[src/rtl/play_ctrl_mcu_pkg.sv]
// Shared encodings for the playback controller, also used by the display logic.
package play_ctrl_mcu_pkg;

  typedef logic [1:0] state_t;
  typedef logic [1:0] mode_t;

  localparam state_t StIdle  = 2'b00;
  localparam state_t StLoad  = 2'b01;
  localparam state_t StPlay  = 2'b10;
  localparam state_t StPause = 2'b11;

  localparam mode_t ModeSingle  = 2'b00;
  localparam mode_t ModeRepeat  = 2'b01;
  localparam mode_t ModeAdvance = 2'b10;

  // Mode 11 is reserved and behaves like single.
  function automatic logic is_stop_mode(input mode_t m);
    return !((m == ModeRepeat) || (m == ModeAdvance));
  endfunction

endpackage

[src/rtl/play_ctrl_mcu_dffr.sv]
// Resettable D flip-flop bank: asynchronous active-high reset to zero.
module play_ctrl_mcu_dffr #(
  parameter int unsigned WIDTH = 1
) (
  input  logic             clk,
  input  logic             reset,
  input  logic [WIDTH-1:0] d,
  output logic [WIDTH-1:0] q
);

  always_ff @(posedge clk or posedge reset) begin
    if (reset) begin
      q <= '0;
    end else begin
      q <= d;
    end
  end

endmodule

[src/rtl/play_ctrl_mcu.sv]
// Song playback controller: selects, loads, plays, pauses and sequences songs for a note player.
module play_ctrl_mcu
  import play_ctrl_mcu_pkg::*;
#(
  parameter int unsigned NUM_SONGS = 16,
  parameter int unsigned SONG_W    = 4
) (
  input  logic              clk,
  input  logic              reset,
  input  logic [SONG_W-1:0] song_input,
  input  logic              song_valid,
  input  logic              pause_btn,
  input  logic [1:0]        mode,
  input  logic              song_done,
  output logic              play,
  output logic              reset_player,
  output logic [SONG_W-1:0] song,
  output logic [1:0]        state
);

  state_t            state_q, state_d;
  logic [SONG_W-1:0] song_q, song_d;
  logic              done_stop_q, done_stop_d;
  logic              sel_ok;
  logic [SONG_W-1:0] song_next;

  // Out-of-range selections are dropped as if the strobe never happened.
  assign sel_ok    = song_valid && (32'(song_input) < NUM_SONGS);
  assign song_next = (song_q == SONG_W'(NUM_SONGS - 1)) ? '0 : song_q + SONG_W'(1);

  always_comb begin
    state_d     = state_q;
    song_d      = song_q;
    done_stop_d = 1'b0;
    if (sel_ok) begin
      state_d = StLoad;
      song_d  = song_input;
    end else begin
      unique case (state_q)
        StLoad:  state_d = StPlay;
        StPlay: begin
          if (song_done) begin
            if (is_stop_mode(mode)) begin
              state_d     = StIdle;
              done_stop_d = 1'b1;
            end else begin
              state_d = StLoad;
              if (mode == ModeAdvance) begin
                song_d = song_next;
              end
            end
          end else if (pause_btn) begin
            state_d = StPause;
          end
        end
        StPause: if (pause_btn) state_d = StPlay;
        StIdle:  if (pause_btn) state_d = StLoad;
        default: state_d = StIdle;
      endcase
    end
  end

  play_ctrl_mcu_dffr #(.WIDTH(2)) u_state_reg (
    .clk   (clk),
    .reset (reset),
    .d     (state_d),
    .q     (state_q)
  );

  play_ctrl_mcu_dffr #(.WIDTH(SONG_W)) u_song_reg (
    .clk   (clk),
    .reset (reset),
    .d     (song_d),
    .q     (song_q)
  );

  // Extends the player clear by one cycle after a song ends into IDLE.
  play_ctrl_mcu_dffr #(.WIDTH(1)) u_done_stop_reg (
    .clk   (clk),
    .reset (reset),
    .d     (done_stop_d),
    .q     (done_stop_q)
  );

  assign play         = (state_q == StPlay);
  assign reset_player = (state_q == StLoad) || done_stop_q;
  assign song         = song_q;
  assign state        = state_q;

endmodule
[config.mk]
export PLATFORM = sky130hd
export DESIGN_NAME = play_ctrl_mcu
export DESIGN_NICKNAME = d
export VERILOG_FILES = /design/src/rtl/play_ctrl_mcu_pkg.sv /design/src/rtl/play_ctrl_mcu_dffr.sv /design/src/rtl/play_ctrl_mcu.sv
export SDC_FILE = /design/constraint.sdc
export NUM_CORES = 1
export LEC_CHECK = 0
export BUFFER_PORTS_ARGS = -buffer_cell sky130_fd_sc_hd__buf_2
export CAP_MARGIN = 20
export CELL_PAD_IN_SITES_DETAIL_PLACEMENT = 1
export CELL_PAD_IN_SITES_GLOBAL_PLACEMENT = 1
export CORE_MARGIN = 2
export CORE_UTILIZATION = 30
export DETAILED_ROUTE_END_ITERATION = 10
export GPL_ROUTABILITY_DRIVEN = 0
export PLACE_DENSITY_LB_ADDON = 0.1
export SYNTH_ARGS = -nofsm -noshare
export SYNTH_HDL_FRONTEND = slang
export SYNTH_SLANG_ARGS = --single-unit
[constraint.sdc]
create_clock -name clk -period 2 [get_ports clk]
set_clock_uncertainty 0.05 [all_clocks]
set_input_delay 0.3 -clock clk [delete_from_list [all_inputs] [get_ports clk]]
set_output_delay 0.3 -clock clk [all_outputs]
set_load 0.01 [all_outputs]
==> impl_summary.txt, run 1 <==
----------------------------------------------------
[GRT]
  Global-route wire length before repair ... roughly 1700 um
  Via count of the first global-routing pass ... between 300 and 400
  Pin count of the biggest net entering global routing ... 13
  Leftover overflow at the end of global routing ... 0
  Total Routing Usage GR ... 13.4%
  Number of antenna violations at the first check in global routing ... 0

[Layout]
  Leading cell types in the layout, fill and taps excluded ... 18 x buf_2, 7 x dfrtp_1, 5 x nand2_1, 5 x nor2_1, 4 x inv_1
  Most common cell after layout, fill and taps aside ... buf_2
  Area delta synth->final ... 30.4%
  Fraction of layout cells with a size suffix above 1 ... about a third
  # diodes ... 0
  Post-layout net count ... about 80
  Post-layout instance count excluding filler cells ... 83
  Final non-filler cell area ... between 500 and 600 um^2

[Detailed routing]
  Number of iterations in the first detailed-routing pass ... 2
  Average wire length per cell after detail routing ... roughly 12 um
  Post-route ant nets ... 0
  Via-to-Cell Ratio ... 4.77
  DRC violation total after the first TritonRoute iteration ... 11
  DRC errors left ... 0
  Final wirelength ... roughly 1000 um
  Total via count after detailed routing ... 396

[Floorplan]
  Horizontal die dimension ... between 40 and 50 um
  Initial Util ... 32.2%
  Count of boundary I/O pins ... 19
  Area of the die ... ~0.0017 mm^2
  DIE HEIGHT ... roughly 42 um
  Area of the placeable core ... 0.00132 mm^2
  Cell row count ... 13

[Timing]
  Slew Limit Fails ... 0
  Number of failing hold endpoints at the final stage ... 0
  Final cycle utilization of the critical path ... 76.3%
  Unrepaired setup endpoints after global routing ... no
  Aggregate negative setup slack ... 0 ps
  Transition at the pin with the smallest max-transition slack ... 278 ps
  Clock period minus final worst setup slack ... ~1500 ps
  Highest achievable clock rate ... about 0.66 GHz
  Setup violations, final ... 0
  Worst max-slew margin expressed relative to the limit ... roughly four fifths

[Worst hold path]
  Startpoint of the lowest-slack hold path ... song_input[1]
  Class of the most critical hold timing path ... in2reg

[Power]
  Highest ir drop seen on vdd ... ~0.3 mV
  Power density over the cells ... roughly 680 mW/mm^2
  Overall power of the completed layout ... roughly 370 uW
  Leak pwr ... a little under 0.3 nW

[Logic synthesis]
  Post-synthesis net count ... 60
  Mean area per synthesized cell ... between 9 and 10 um^2
  Gate Count Post-Synth ... between 40 and 50
  Cell area after synthesis ... ~420 um^2
  Netlist cell types ... 22
  Area contributors post-synth ... dfrtp_1 41%, ha_1 5.9%, mux2i_1 4.7%, nand2_1 4.4%, nor2_1 4.4%
  Number of synthesis warnings ... 0
  Fraction of synthesized cell area taken by the top area cell type ... between 40 and 50%
  Synthesized flop and latch total ... 7
  Cell accounting for the most synthesized area ... dfrtp_1
  Fraction of the yosys area taken by sequential cells ... approximately two fifths

[Job]
  Max-capacitance violation count ... 0

[Clock tree]
  Clock root buffer master ... clkbuf_4
  Insertion delay of the later-clocked pin in the worst-skew pair ... 250 ps
  Cts bufs inserted ... 3
  Maximum buffer depth of the clock tree ... 2
  Clock tree sinks ... 7
  Clock-pin slew on the worst setup and hold paths ... roughly 50 ps
  Total number of H-tree levels ... 1
  TritonCTS clock tree ... yes
  Post-CTS Resized ... 0

[Setup path]
  Data required, critical path ... about 2100 ps
  Largest stage delay on the critical path ... around 440 ps
  Slowest-stage cell, CP ... dfrtp_1
  Largest fanout on the critical path ... 7
  CP Capture Type ... flop
  Category of the worst setup path launch point ... flop
  Dominant delay contributor by cell family on the critical path ... simple AND/OR/NAND/NOR gates
  WP data arrival ... between 1500 and 2000 ps
  CP startpoint ... u_state_reg.q[0]$_DFFE_PP0P_
  Total buffers and inverters traversed by the critical path ... 0
  Ordered cell list for the critical path ... nand4b_1 -> or2_1 -> o41ai_2 -> o21bai_1
  Crit path kind ... reg2reg
  Reg-to-reg startpoint ... u_state_reg.q[0]$_DFFE_PP0P_

[Run status]
  Run status ... finished, final reports clean

[Place]
  Count of placed standard cells including taps ... 78
  Number of buffers added on ports ... 18
  Cell area after placement ... 517 um^2
  Detail Placement HPWL ... ~800 um

----------------------------------------------------
layout make-up:
| cell class | instances | area (um^2) |
|---|---|---|
| Fill cell | 174 | 764 |
| Multi-Input combinational cell | 34 | 218 |
| Clock buffer | 4 | 26.3 |
| Tap cell | 15 | 18.8 |
| Sequential cell | 7 | 175 |
| Inverter | 4 | 15.0 |
| Timing Repair Buffer | 19 | 100 |
synthesized netlist by cell type:
library cell	instances
dfrtp_1	7
nand2_1	5
nor2_1	5
inv_1	4
a21oi_1	3
a31oi_1	2
ha_1	2
mux2i_1	2
nand3_1	2
o21ai_0	2
o21ai_1	2
a21o_2	1
buf_2	1
buf_6	1
nand2b_1	1
nand4b_1	1
nor3b_1	1
o21bai_1	1
o41ai_2	1
or2_1	1
or2b_1	1
xnor2_1	1
through the flow:
stage | hold slack [ps] | setup WS (ps) | util, %
floorplan | 53.4 | 505 | -
global placement | 197 | 433 | 39.2
detailed placement | 196 | 370 | 39.2
CTS | 214 | 461 | 42.0
global route | 244 | 407 | 42.0
finish | 214 | 474 | 42.0
path summary, 6_finish.rpt:
kind | depth (start not counted) | to | slack, ps
max in group asynchronous | 3 | u_state_reg.q[0]$_DFFE_PP0P_ | 1210
max | 4 | u_song_reg.q[3]$_DFFE_PP0P_ | 470
max reg2reg | 4 | u_song_reg.q[3]$_DFFE_PP0P_ | 470
min | 3 | u_song_reg.q[1]$_DFFE_PP0P_ | 210
min in group asynchronous | 3 | u_song_reg.q[1]$_DFFE_PP0P_ | 470
min reg2reg | 2 | u_state_reg.q[1]$_DFFE_PP0P_ | 570
worst reg2reg max path, delay by kind of cell, from the launching register on:
family          cells  cell delay (ps)
compound gates      2              420
flops               1              440
simple gates        2              540
metal layers:
| layer | up-vias | GRT usage, % | wire length, um |
|---|---|---|---|
| li1 | 201 | - | - |
| met1 | 182 | 16.8 | 451 |
| met2 | 11 | 20.9 | 484 |
| met5 | - | 0 | 0 |
| met4 | 0 | 5.81 | 13 |
| met3 | 2 | 4.35 | 47 |
where the power goes:
| part | internal (mW) | leakage (nW) | switching (mW) |
|---|---|---|---|
| registers | 0.153 | 0.0854 | 0.0150 |
| logic | 0.0371 | 0.190 | 0.0393 |
| clock network | 0.0762 | 0.0150 | 0.0536 |
| total | 0.266 | 0.290 | 0.108 |
cell families (layout without fill, tap and decap cells):
kind of cell	after synthesis	in the layout	synth area share, %
muxes	2	2	4.72
AOI/OAI and AO/OA	12	12	18.9
xor gates and xnor gates	1	1	2.07
adders and majority gates	2	2	5.90
buffers and inverters	6	27	7.37
and+or+nand+nor	17	17	19.8
DFF	7	7	41.3
registers in the layout, indices dropped and copies added, names as in the netlist:
signal,flops
u_song_reg.q,4
u_state_reg.q,2
u_done_stop_reg.q,1
repair_timing:
item                                   CTS  global route
buffers inserted                         0             0
hold buffers                             1             0
endpoints found under the hold margin    7             0
No activity file was read; power rests on OpenSTA's default activity.
==> run 2, diff against run 1 <==
- clock period: 2 -> 1.5 ns (I/O delays scaled with it)
==> impl_summary.txt, run 2 (same netlist as run 1, synthesis figures left out) <==
----------------------------------------------------
[Power]
  Switching power total ... 146 uW (+35%)
  Net switching fraction of the power ... 28.6% (-0.26 points)
  Leak pwr ... 0.308 nW (+6.4%)
  Sequential power share ... 42.8% (-2.1 points)
  Power density over the cells ... 874 mW/mm^2 (+29%)
  Highest ir drop seen on vdd ... 0.430 mV (+41%)
  Part of the total power dissipated in the clock network ... 33.9% (-0.8 points)
  Internal power component ... 364 uW (+37%)
  Combinational group share of total power ... 23.3% (+2.9 points)

[Setup path]
  Dominant delay contributor by cell family on the critical path ... flip-flops
  Largest fanout on the critical path ... 6 (-1)
  Category of the worst setup path launch point ... flop
  End of the worst register-to-register path ... u_song_reg.q[0]$_DFFE_PP0P_
  CP Capture Type ... output port
  Total buffers and inverters traversed by the critical path ... 2 (+2)
  Cell count of the worst reg-to-reg path ... 5 (+1)
  Slowest-stage cell, CP ... dfrtp_1
  Largest stage delay on the critical path ... 370 ps (-70 ps)
  Crit path kind ... reg2out
  Data required, critical path ... 1220 ps (-910 ps)
  Reg-to-reg slack, setup ... 130 ps (-340 ps)
  Reg-to-reg startpoint ... u_state_reg.q[0]$_DFFE_PP0P_
  Ordered cell list for the critical path ... buf_4 -> a21o_2 -> buf_2
  WP data arrival ... 1100 ps (-560 ps)

[Timing]
  Number of failing hold endpoints at the final stage ... 0 (unchanged)
  Highest achievable clock rate ... roughly 0.73 GHz
  Unrepaired setup endpoints after global routing ... no
  Aggregate negative setup slack ... 0 ps (unchanged)
  Transition at the pin with the smallest max-transition slack ... 279 ps (+1.14 ps)
  Clock period minus final worst setup slack ... approximately 1400 ps
  Worst max-slew margin expressed relative to the limit ... 81.4% (about the same)
  Setup violations, final ... 0 (unchanged)
  Final cycle utilization of the critical path ... between 90% and 100%
  Slew Limit Fails ... 0 (unchanged)
  Crit path setup slack, layout ... 121 ps (-353 ps)

[Detailed routing]
  DRC violation total after the first TritonRoute iteration ... 2 (-9)
  Final wirelength ... 997 um (unchanged)
  Number of iterations in the first detailed-routing pass ... 3 (+1)
  Total via count after detailed routing ... 415 (+4.8%)
  Via-to-Cell Ratio ... 4.77 (about the same)
  Average wire length per cell after detail routing ... 11.5 um (-4.6%)
  Post-route ant nets ... 0 (unchanged)
  DRC errors left ... 0 (unchanged)

[Clock tree]
  Maximum buffer depth of the clock tree ... 2 (unchanged)
  Setup fix buffers added after clock tree synthesis ... 0 (unchanged)
  Total number of H-tree levels ... 1 (unchanged)
  Cts bufs inserted ... 3 (unchanged)
  Clock root buffer master ... clkbuf_4
  Insertion delay of the later-clocked pin in the worst-skew pair ... 250 ps (about the same)
  TritonCTS clock tree ... yes
  Clock tree sinks ... 7 (unchanged)
  Clock-pin slew on the worst setup and hold paths ... 60 ps (about the same)

[Worst hold path]
  Hold worst-path end ... u_song_reg.q[2]$_DFFE_PP0P_
  Startpoint of the lowest-slack hold path ... song_input[2]
  Number of stages on the worst hold path ... 3 (unchanged)
  Class of the most critical hold timing path ... in2reg

[GRT]
  Number of antenna violations at the first check in global routing ... 0 (unchanged)
  Via count of the first global-routing pass ... 417 (+7.2%)
  Leftover overflow at the end of global routing ... 0 (unchanged)
  Pin count of the biggest net entering global routing ... 13 (unchanged)
  Met3 usage in global routing ... 1.30% (-3.0 points)
  Routing usage on met2 ... 20.6% (-0.31 points)
  Total Routing Usage GR ... 12.8% (-0.65 points)
  Fraction of met1 tracks used by global routing ... 14.6% (-2.2 points)
  Global-route wire length before repair ... 1710 um (-1.9%)
  Grt peak-use layer ... met2

[Floorplan]
  Horizontal die dimension ... 41.6 um (unchanged)
  Initial Util ... 32.2% (unchanged)
  Area of the die ... 0.00173 mm^2 (unchanged)
  Count of boundary I/O pins ... 19 (unchanged)
  Cell row count ... 13 (unchanged)
  DIE HEIGHT ... 41.6 um (unchanged)
  Area of the placeable core ... 0.00132 mm^2 (unchanged)

[Layout]
  # diodes ... 0 (unchanged)
  FILL cells ... 170 (-2.3%)
  Fraction of layout cells with a size suffix above 1 ... 37.5% (+3.7 points)
  Regs by FF count ... u_song_reg.q: 4 flops, u_state_reg.q: 2 flops, u_done_stop_reg.q: 1 flops
  Register Area ... 175 um^2 (unchanged)
  Post-layout net count ... 86 (+4.9%)
  Most common cell after layout, fill and taps aside ... buf_2
  Register ranked first by flip-flop count ... u_song_reg.q
  Leading cell types in the layout, fill and taps excluded ... 18 x buf_2, 7 x dfrtp_1, 5 x nand2_1, 5 x nor2_1
  Number of flip-flops under the largest register name ... 4 (unchanged)
  Area occupied by multi-input gates ... 218 um^2 (unchanged)
  Area delta synth->final ... 37.5%

[Job]
  Max-capacitance violation count ... 0 (unchanged)

[Place]
  Worst setup slack before clock tree synthesis ... 44.0 ps (-326 ps)
  Detail Placement HPWL ... 774 um (-3.6%)
  Number of buffers added on ports ... 18 (unchanged)

[Run status]
  Run status ... finished, final reports clean

----------------------------------------------------
[run 2: cell count changes in the layout (fill, tap and decap cells not counted), sizes merged]
cell,delta
buf,+4
[run 2: per-layer routing]
layer | part of all wire [%] | up-vias
met3 | 4.0 | 2
met1 | 50 | 194
met5 | 0 | -
li1 | - | 211
met2 | 45 | 8
met4 | 0.80 | 0
[run 2: metrics by stage]
stage / cells / instance area [um^2] / hold slack, ps / total power [mW] / utilization, %
2_1_floorplan: 47 / 424 / -21.6 / 0.282 / -
3_3_place_gp: 82 / 547 / 120 / 0.337 / 41.5
3_5_place_dp: 82 / 547 / 122 / 0.340 / 41.5
4_1_cts: 87 / 583 / 125 / 0.520 / 44.3
5_1_grt: 87 / 583 / 148 / 0.547 / 44.3
6_report: 87 / 583 / 128 / 0.509 / 44.3
[run 2: power by group through the flow]
stage	Clock, mW	Combinational [mW]	Sequential (mW)
2_1_floorplan	0	0.0518	0.230
3_3_place_gp	0	0.117	0.221
3_5_place_dp	0	0.118	0.221
4_1_cts	0.182	0.121	0.218
5_1_grt	0.194	0.133	0.220
6_report	0.173	0.119	0.218
[run 2: worst max-delay path by stage]
stage	cells past startpoint	to	startpoint
CTS	3	reset_player	u_state_reg.q[0]$_DFFE_PP0P_
finish	3	reset_player	u_state_reg.q[0]$_DFFE_PP0P_
global placement	8	u_song_reg.q[1]$_DFFE_PP0P_	mode[0]
global route	5	u_song_reg.q[0]$_DFFE_PP0P_	u_state_reg.q[0]$_DFFE_PP0P_
floorplan	5	u_song_reg.q[3]$_DFFE_PP0P_	u_state_reg.q[0]$_DFFE_PP0P_
detailed placement	8	u_song_reg.q[0]$_DFFE_PP0P_	mode[0]
[run 2: cell type report]
cell class | count | share of cell area, %
Tap cell | 15 | 3.22
Multi-Input combinational cell | 34 | 37.3
Timing Repair Buffer | 23 | 22.3
Inverter | 4 | 2.58
Sequential cell | 7 | 30.0
Clock buffer | 4 | 4.51
[run 2: worst register-to-register path, cell delays in order, from the launching register on]
cell      delay [ps]
dfrtp_1          370
nand4b_1         190
or2_1            260
buf_4            160
mux2i_1          150
o21ai_1           70
[run 2: timing repair]
| item | in CTS | in global routing |
|---|---|---|
| hold buffers | 1 | 0 |
| setup endpoints to repair | 0 | 0 |
| gates resized for setup | 0 | 0 |
| endpoints found under the hold margin | 7 | 0 |
